===== src/rtl/send_player_input.sv =====
// +-------------------------------------------------------------------------+
// | send_player_input: player-side action transmitter for the player-action |
// | handshake. Optional macro: SEND_PLAYER_INPUT_TIMEOUT_EN (auto action).   |
// | Revision: 1.0                                                           |
// +-------------------------------------------------------------------------+
`default_nettype none

module send_player_input #(
  parameter int unsigned      CNT_W          = 24,
  parameter logic [CNT_W-1:0] TIMEOUT_CYCLES = 24'd10_000_000
) (
  input  logic       clk,
  input  logic       rst,
  input  logic       request_input,
  input  logic       accepted_input,
  input  logic [2:0] sw_action,
  input  logic [7:0] sw_money,
  input  logic       submit,
  input  logic [7:0] player_stack,
  input  logic [7:0] call_amount,
  output logic [2:0] players_input,
  output logic [7:0] players_money,
  output logic       valid_input,
  output logic       waiting_for_player,
  output logic       input_error
);

  typedef enum logic [1:0] {
    S_IDLE            = 2'd0,
    S_WAIT_CHOICE     = 2'd1,
    S_SEND_VALID      = 2'd2,
    S_WAIT_ACCEPT_LOW = 2'd3
  } state_t;

  localparam logic [2:0] ACT_FOLD   = 3'd0;
  localparam logic [2:0] ACT_CHECK  = 3'd1;
  localparam logic [2:0] ACT_CALL   = 3'd2;
  localparam logic [2:0] ACT_RAISE  = 3'd3;
  localparam logic [2:0] ACT_ALL_IN = 3'd4;

`ifdef SEND_PLAYER_INPUT_TIMEOUT_EN
  localparam logic TIMEOUT_EN = 1'b1;
`else
  localparam logic TIMEOUT_EN = 1'b0;
`endif

  localparam logic [CNT_W-1:0] CNT_ONE      = {{(CNT_W-1){1'b0}}, 1'b1};
  localparam logic [CNT_W-1:0] TIMEOUT_LAST = TIMEOUT_CYCLES - CNT_ONE;

  state_t           state_q, state_d;
  logic             sync1_q, sync1_d;
  logic             sync2_q, sync2_d;
  logic             submit_prev_q, submit_prev_d;
  logic             edge_q, edge_d;
  logic [2:0]       players_input_q, players_input_d;
  logic [7:0]       players_money_q, players_money_d;
  logic             valid_q, valid_d;
  logic             input_error_q, input_error_d;
  logic [CNT_W-1:0] cnt_q, cnt_d;

  logic             legal;
  logic [7:0]       legal_money;
  logic             timeout_hit;

  // Legalise the switch selection against this cycle's stack and call amount.
  always_comb begin
    legal       = 1'b0;
    legal_money = 8'd0;
    case (sw_action)
      ACT_FOLD:   legal = 1'b1;
      ACT_CHECK:  legal = (call_amount == 8'd0);
      ACT_CALL: begin
        legal       = 1'b1;
        legal_money = (call_amount < player_stack) ? call_amount : player_stack;
      end
      ACT_RAISE: begin
        legal       = (sw_money > call_amount);
        legal_money = (sw_money < player_stack) ? sw_money : player_stack;
      end
      ACT_ALL_IN: begin
        legal       = 1'b1;
        legal_money = player_stack;
      end
      default: legal = 1'b0;
    endcase
  end

  // In the default build the counter is held at zero and never matters.
  assign timeout_hit = TIMEOUT_EN && (cnt_q == TIMEOUT_LAST);

  always_comb begin
    sync1_d         = submit;
    sync2_d         = sync1_q;
    submit_prev_d   = sync2_q;
    edge_d          = sync2_q & ~submit_prev_q & (state_q == S_WAIT_CHOICE);
    state_d         = state_q;
    players_input_d = players_input_q;
    players_money_d = players_money_q;
    input_error_d   = 1'b0;
    cnt_d           = '0;

    case (state_q)
      S_IDLE: begin
        if (request_input) state_d = S_WAIT_CHOICE;
      end
      S_WAIT_CHOICE: begin
        if (TIMEOUT_EN) cnt_d = cnt_q + CNT_ONE;
        // A withdrawn request beats any simultaneous submission.
        if (!request_input) begin
          state_d = S_IDLE;
        end else if (edge_q && legal) begin
          players_input_d = sw_action;
          players_money_d = legal_money;
          state_d         = S_SEND_VALID;
        end else begin
          if (edge_q) input_error_d = 1'b1;
          if (timeout_hit) begin
            players_input_d = (call_amount == 8'd0) ? ACT_CHECK : ACT_FOLD;
            players_money_d = 8'd0;
            state_d         = S_SEND_VALID;
          end
        end
      end
      S_SEND_VALID: begin
        if (accepted_input) state_d = S_WAIT_ACCEPT_LOW;
      end
      S_WAIT_ACCEPT_LOW: begin
        if (!accepted_input) state_d = S_IDLE;
      end
      default: state_d = S_IDLE;
    endcase

    valid_d = (state_d == S_SEND_VALID);
  end

  always_ff @(posedge clk or negedge rst) begin
    if (!rst) begin
      state_q         <= S_IDLE;
      sync1_q         <= 1'b0;
      sync2_q         <= 1'b0;
      submit_prev_q   <= 1'b0;
      edge_q          <= 1'b0;
      players_input_q <= 3'd0;
      players_money_q <= 8'd0;
      valid_q         <= 1'b0;
      input_error_q   <= 1'b0;
      cnt_q           <= '0;
    end else begin
      state_q         <= state_d;
      sync1_q         <= sync1_d;
      sync2_q         <= sync2_d;
      submit_prev_q   <= submit_prev_d;
      edge_q          <= edge_d;
      players_input_q <= players_input_d;
      players_money_q <= players_money_d;
      valid_q         <= valid_d;
      input_error_q   <= input_error_d;
      cnt_q           <= cnt_d;
    end
  end

  assign players_input      = players_input_q;
  assign players_money      = players_money_q;
  assign valid_input        = valid_q;
  assign input_error        = input_error_q;
  assign waiting_for_player = (state_q == S_WAIT_CHOICE);

endmodule

`default_nettype wire

===== config.mk =====
export PLATFORM = sky130hd
export DESIGN_NAME = send_player_input
export DESIGN_NICKNAME = d
export VERILOG_FILES = /design/src/rtl/send_player_input.sv
export SDC_FILE = /design/constraint.sdc
export NUM_CORES = 1
export LEC_CHECK = 0
export ABC_AREA = 0
export CAP_MARGIN = 10
export CELL_PAD_IN_SITES_DETAIL_PLACEMENT = 0
export CELL_PAD_IN_SITES_GLOBAL_PLACEMENT = 1
export CORE_ASPECT_RATIO = 0.6
export CORE_MARGIN = 4
export CORE_UTILIZATION = 35
export DETAILED_ROUTE_END_ITERATION = 10
export PLACE_DENSITY = 0.87
export SLEW_MARGIN = 0
export SYNTH_ARGS = -nofsm -noshare
export SYNTH_HDL_FRONTEND = slang
export SYNTH_SLANG_ARGS = --single-unit
export TNS_END_PERCENT = 30

===== constraint.sdc =====
create_clock -name clk -period 2.2 [get_ports clk]
set_input_delay 0.22 -clock clk [delete_from_list [all_inputs] [get_ports clk]]
set_output_delay 0.22 -clock clk [all_outputs]
set_load 0.01 [all_outputs]

# == Yosys cells after proc, flatten, opt, wreduce, memory -nomap -nowiden ==
# Cells that the tools add are included.
# classes
magnitude_cmp,3
n_mux,14
n_eq_ne,8
n_reduce_logical,6
bitwise,3
# op_table
cell,count
$pmux 8 s3,1
$lt 8x8->1,2
$mux 8,2
$mux 2,5
$gt 8x8->1,1
$logic_not 8->1,1
$pmux 2 s4,1
$eq 2x2->1 const B,3
$eq 3x2->1 const B,2
$mux 1,4
$eq 3x1->1 const B,1
$eq 3x3->1 const B,1
$logic_not 3->1,1
$pmux 1 s3,1
$reduce_and 3->1,1
$reduce_or 3->1,1
$and 1x1->1,2
$eq 2x1->1 const B,1
$logic_not 2->1,1
$logic_and 1x1->1,1
$not 1->1,1
# word_totals
ff_bits,19
in_bits,32
word_cells,43
out_inout_bits,14

# == Longest topological paths before layout ==
# logic_depth
ltp_word,8
mapped_depth,9
mapped_depth_nobuf,8

# == Worst setup path before layout ==
# Ideal clock, no wire load.
# synth_path
path_type,in2reg
startpoint,input player_stack[4]
endpoint,"register players_money_q[0], in the netlist players_money[0]"
path_buffers,1
setup_slack_ps,9
path_stages,9
required_ps,2066
arrival_time_ps,2057
setup_time_ps,134
cell_sequence,inv_1 > ha_1 > or4_1 > a21oi_1 > o31a_1 > buf_6 > mux2_2 > a222oi_1 > mux2i_1
# synth_between
elab_chain_cells,3
word_cells_on_any_way,5
classes_between,order compare: 2; mux: 3
# synth_rtl
element,line_no,text
start: declaration,19,"input logic [7:0] player_stack,"
"$lt 8x8->1, on equally long branches","78, 74",
"$mux 8, on equally long branches","78, 74",
$pmux 8 s3 *,69,case (sw_action)
end signal: assignment,155,players_money_q <= players_money_d;
end: declaration,56,"logic [7:0] players_money_q, players_money_d;"
# Every way passes the cells marked *; elsewhere a longest branch is shown, timed or not.
# A chain may end at the register's enable or synchronous reset.

# == Final worst setup path ==
# layout_path
startpoint,input sw_money[7]
endpoint,"register players_money_q[5], in the netlist players_money[5]"
# layout_between
elab_chain_cells,4
word_cells_on_any_way,7
classes_between,order compare: 2; mux: 3; reduce/logical: 2
# layout_rtl
element,line_no,text
start: declaration,17,"input logic [7:0] sw_money,"
$gt 8x8->1,77,legal = (sw_money > call_amount);
$pmux 1 s3,69,
$logic_and 1x1->1,111,end else if (edge_q && legal) begin
$reduce_and 3->1 (no source line),n/a,
# Parallel ways exist; a longest one is shown, timed or not.

==> flow_metrics.py <==
metrics = {
    "critical_path": {
        "critPathSlowestCell": "clkdlybuf4s50_1",
        "worstPathArrival_ns": 2.36,
        "critPathTopFamily": "compound AO/OA/AOI/OAI gates",
        "rr_endpoint": "players_money[4]",
        "r2r_setup_slack_ns": 0.59,
        "crit_fanout": 7,
        "max_stage_delay_ns": 0.48,
        "crit_type": "in2reg",
        "critical_path_buf_inv_count": 1,
        "crit_chain": "clkdlybuf4s50_1 > ha_1 > nand3_1 > o31a_1 > o21ai_1 > a222oi_1 > mux2i_1",
        "rr_worst_depth": 5,
        "required_ns": 2.37,
        "crit_path_end_kind": "flop",
        "start_kind": "input port",
        "r2r-start": "state_q[1]",
    },
    "logic_synthesis": {
        "synth_area_leaders": "dfrtp_1 (32%), ha_1 (18%), mux2i_1 (9.4%)",
        "syn_avg_cell_area_sq_um": 9.86,
        "synth_nets": 205,
        "syn_area_sq_um": 1490,
        "synthCells": 151,
        "synth_top_area_frac": 0.319,
        "synth_cell_types": 39,
        "yosysTopAreaCell": "dfrtp_1",
        "yosysWarningCount": 0,
        "ys_ff_latch": 19,
        "yosysSeqAreaShare": 0.319,
    },
    "clocking": {
        "worstSkewPairLatency_ns": 0.25,
        "cts_hold_buf": 0,
        "cts_buffers": 3,
        "cts-root-buf": "clkbuf_8",
        "clock_path_buffers": 2,
        "htree_levels": 1,
        "cts_tree": "done",
        "cts_num_sinks": 19,
        "clk_pin_slew_ns": 0.07,
    },
    "drt": {
        "first_iter_violations": 127,
        "wire_per_inst_um": 14.2,
        "dr.pass1.iters": 5,
        "drc_errors": 0,
        "ant_nets": 0,
        "routed_wl_um": 4230,
        "vias": 1446,
        "routed_via_density": 4.87,
    },
    "power": {
        "ir_drop_mv": 0.365,
        "power_mw": 1.18,
        "p_per_area_nw_per_um2": 500,
        "p_leak_nw": 1.21,
    },
    "timing": {
        "post-route-period-util": 0.996,
        "slew_headroom": 0.620,
        "fmax_ghz": 0.456,
        "fin_setup_tns_ns": 0,
        "hold_viol_final": 0,
        "worst_slew_pin_slew_ns": 0.566,
        "setup_viol": 0,
        "drv_slew": 0,
        "skew_ns": 0.00162,
        "fin_crit_ns": 2.19,
        "grt_setup_unrepaired": "yes",
    },
    "die": {
        "dieArea_sq_um": 5400,
        "start_util": 0.363,
        "die_x_um": 92.2,
        "core-area_sq_um": 4100,
        "chipHeight_um": 58.5,
        "rows": 18,
        "io_pins": 46,
    },
    "grt": {
        "grt_pass1_wl_um": 7120,
        "grt.overflow.total": 0,
        "antenna_found_initial": 0,
        "track_usage": 0.168,
        "grt_max_degree": 20,
        "grt_pass1_vias": 1449,
    },
    "place": {
        "place_congestion": 0.790,
        "io_buffers": 45,
        "hpwl_um": 3520,
    },
    "layout": {
        "nFillCells": 385,
        "nNetsFinal": 292,
        "drive_gt1_frac": 0.325,
        "area_growth_pct": 58.2,
        "insertedDiodeCount": 0,
    },
    "outcome": {
        "status": "finished clean",
    },
    "hold_path": {
        "hold_path.class": "in2async",
    },
    "run": {
        "max_cap_viol_count": 0,
    },
}
==> cell usage after synthesis <==
| master | count |
|---|---|
| nor4_1 | 2 |
| buf_6 | 1 |
| or3_1 | 2 |
| a21oi_1 | 10 |
| nand3_1 | 4 |
| a211o_1 | 1 |
| nand2_1 | 4 |
| inv_1 | 25 |
| buf_2 | 1 |
| a41oi_1 | 1 |
| a21boi_0 | 1 |
| dfrtp_1 | 19 |
| a221o_1 | 1 |
| o21a_1 | 3 |
| o31a_1 | 2 |
| nor4b_1 | 1 |
| o21ai_1 | 1 |
| ha_1 | 22 |
| o221ai_2 | 1 |
| and2b_2 | 1 |
| clkbuf_2 | 1 |
| mux2i_1 | 14 |
| nor2_1 | 4 |
| a21o_1 | 2 |
| o21ai_0 | 1 |
| nor2b_1 | 1 |
| nand3b_1 | 1 |
| or2b_1 | 1 |
| o211ai_1 | 1 |
| mux2_2 | 5 |
| nand4_1 | 2 |
| or4_1 | 2 |
| and3_2 | 1 |
| a31oi_1 | 1 |
| a222oi_1 | 7 |
| o31ai_1 | 1 |
| nor3b_1 | 1 |
| and2b_1 | 1 |
| nand2b_1 | 1 |
==> registers in the layout (all words and copies together), names as in the netlist <==
| signal | count |
|---|---|
| edge_q | 1 |
| input_error | 1 |
| players_input | 3 |
| players_money | 8 |
| state_q | 2 |
| submit_prev_d | 1 |
| submit_prev_q | 1 |
| sync1_q | 1 |
| valid_input | 1 |
==> final cells by class <==
class	instances	area [sq um]	area share
Timing Repair Buffer	85	717	0.304
Multi-Input combinational cell	104	950	0.403
Tap cell	60	75.1	0.0319
Clock buffer	4	45.0	0.0191
Inverter	25	93.8	0.0398
Sequential cell	19	475	0.202
==> stage by stage <==
stage | setup slack (ns) | std cells | util | hold slack, ns | cell area [sq um]
after global routing | -0.0279 | 297 | 0.575 | 0.326 | 2360
after floorplan | 0.00889 | 151 | - | -0.0756 | 1490
final | 0.00878 | 297 | 0.575 | 0.301 | 2360
after CTS | 0.00220 | 296 | 0.576 | 0.310 | 2360
after detailed placement | -0.573 | 289 | 0.552 | 0.336 | 2260
after global placement | -0.518 | 289 | 0.552 | 0.333 | 2260
==> layer usage <==
| layer | vias up | global-route usage | share of wire |
|---|---|---|---|
| li1 | 736 | - | - |
| met4 | 0 | 0.0254 | 0 |
| met2 | 39 | 0.240 | 0.39 |
| met5 | - | 0 | 0 |
| met3 | 0 | 0.0485 | 0.060 |
| met1 | 671 | 0.257 | 0.55 |
==> how the worst max path moves through the flow <==
stage                     from               end  slack [ns]  cells after the start
3_3_place_gp   player_stack[4]  players_money[0]       -0.52                      9
2_1_floorplan  player_stack[4]  players_money[0]       0.009                      9
6_report           sw_money[7]  players_money[5]       0.009                      7
3_5_place_dp   player_stack[4]  players_money[4]       -0.57                     10
5_1_grt            sw_money[7]  players_money[3]       -0.03                      7
4_1_cts         call_amount[4]  players_money[4]       0.002                      9
==> what timing repair did <==
action | CTS | global route
cloned | 0 | 0
pin swaps | 9 | 9
setup endpoints to repair | 13 | 8
resized for setup | 41 | 11
setup buffers | 3 | 1
==> placed cells by master (no fill, tap or decap), types with 2 or more instances in the layout <==
cell type	instances
a21o_1	2
a21oi_1	6
a21oi_2	4
a222oi_1	7
buf_4	39
clkbuf_2	5
clkbuf_8	3
clkdlybuf4s50_1	27
dfrtp_1	19
dlygate4sd2_1	11
ha_1	15
ha_2	6
inv_1	18
inv_2	7
mux2_2	5
mux2i_1	13
nand2_1	4
nand3_1	4
nand4_1	2
nor2_1	4
nor4_1	2
o21a_1	3
o31a_1	2
or3_1	2
or4_1	2
==> power breakdown <==
| part | leakage [nW] | total [mW] | switching [mW] | internal (mW) |
|---|---|---|---|---|
| registers | 0.230 | 0.442 | 0.0357 | 0.407 |
| clock network | 0.0228 | 0.238 | 0.110 | 0.129 |
| logic | 0.955 | 0.498 | 0.210 | 0.288 |
| total | 1.21 | 1.18 | 0.356 | 0.823 |
==> logic make-up (layout without fill, tap and decap cells) <==
group / count (synthesis) / after routing / synth area share
AO/OA/AOI/OAI: 34 / 34 / 0.172
AND/OR/NAND/NOR: 29 / 29 / 0.114
buffers and inverters: 28 / 114 / 0.0773
adder cells (fa/ha/maj): 22 / 22 / 0.185
multiplexers: 19 / 19 / 0.132
flip-flops: 19 / 19 / 0.319
(Power assumes the default switching activity.)
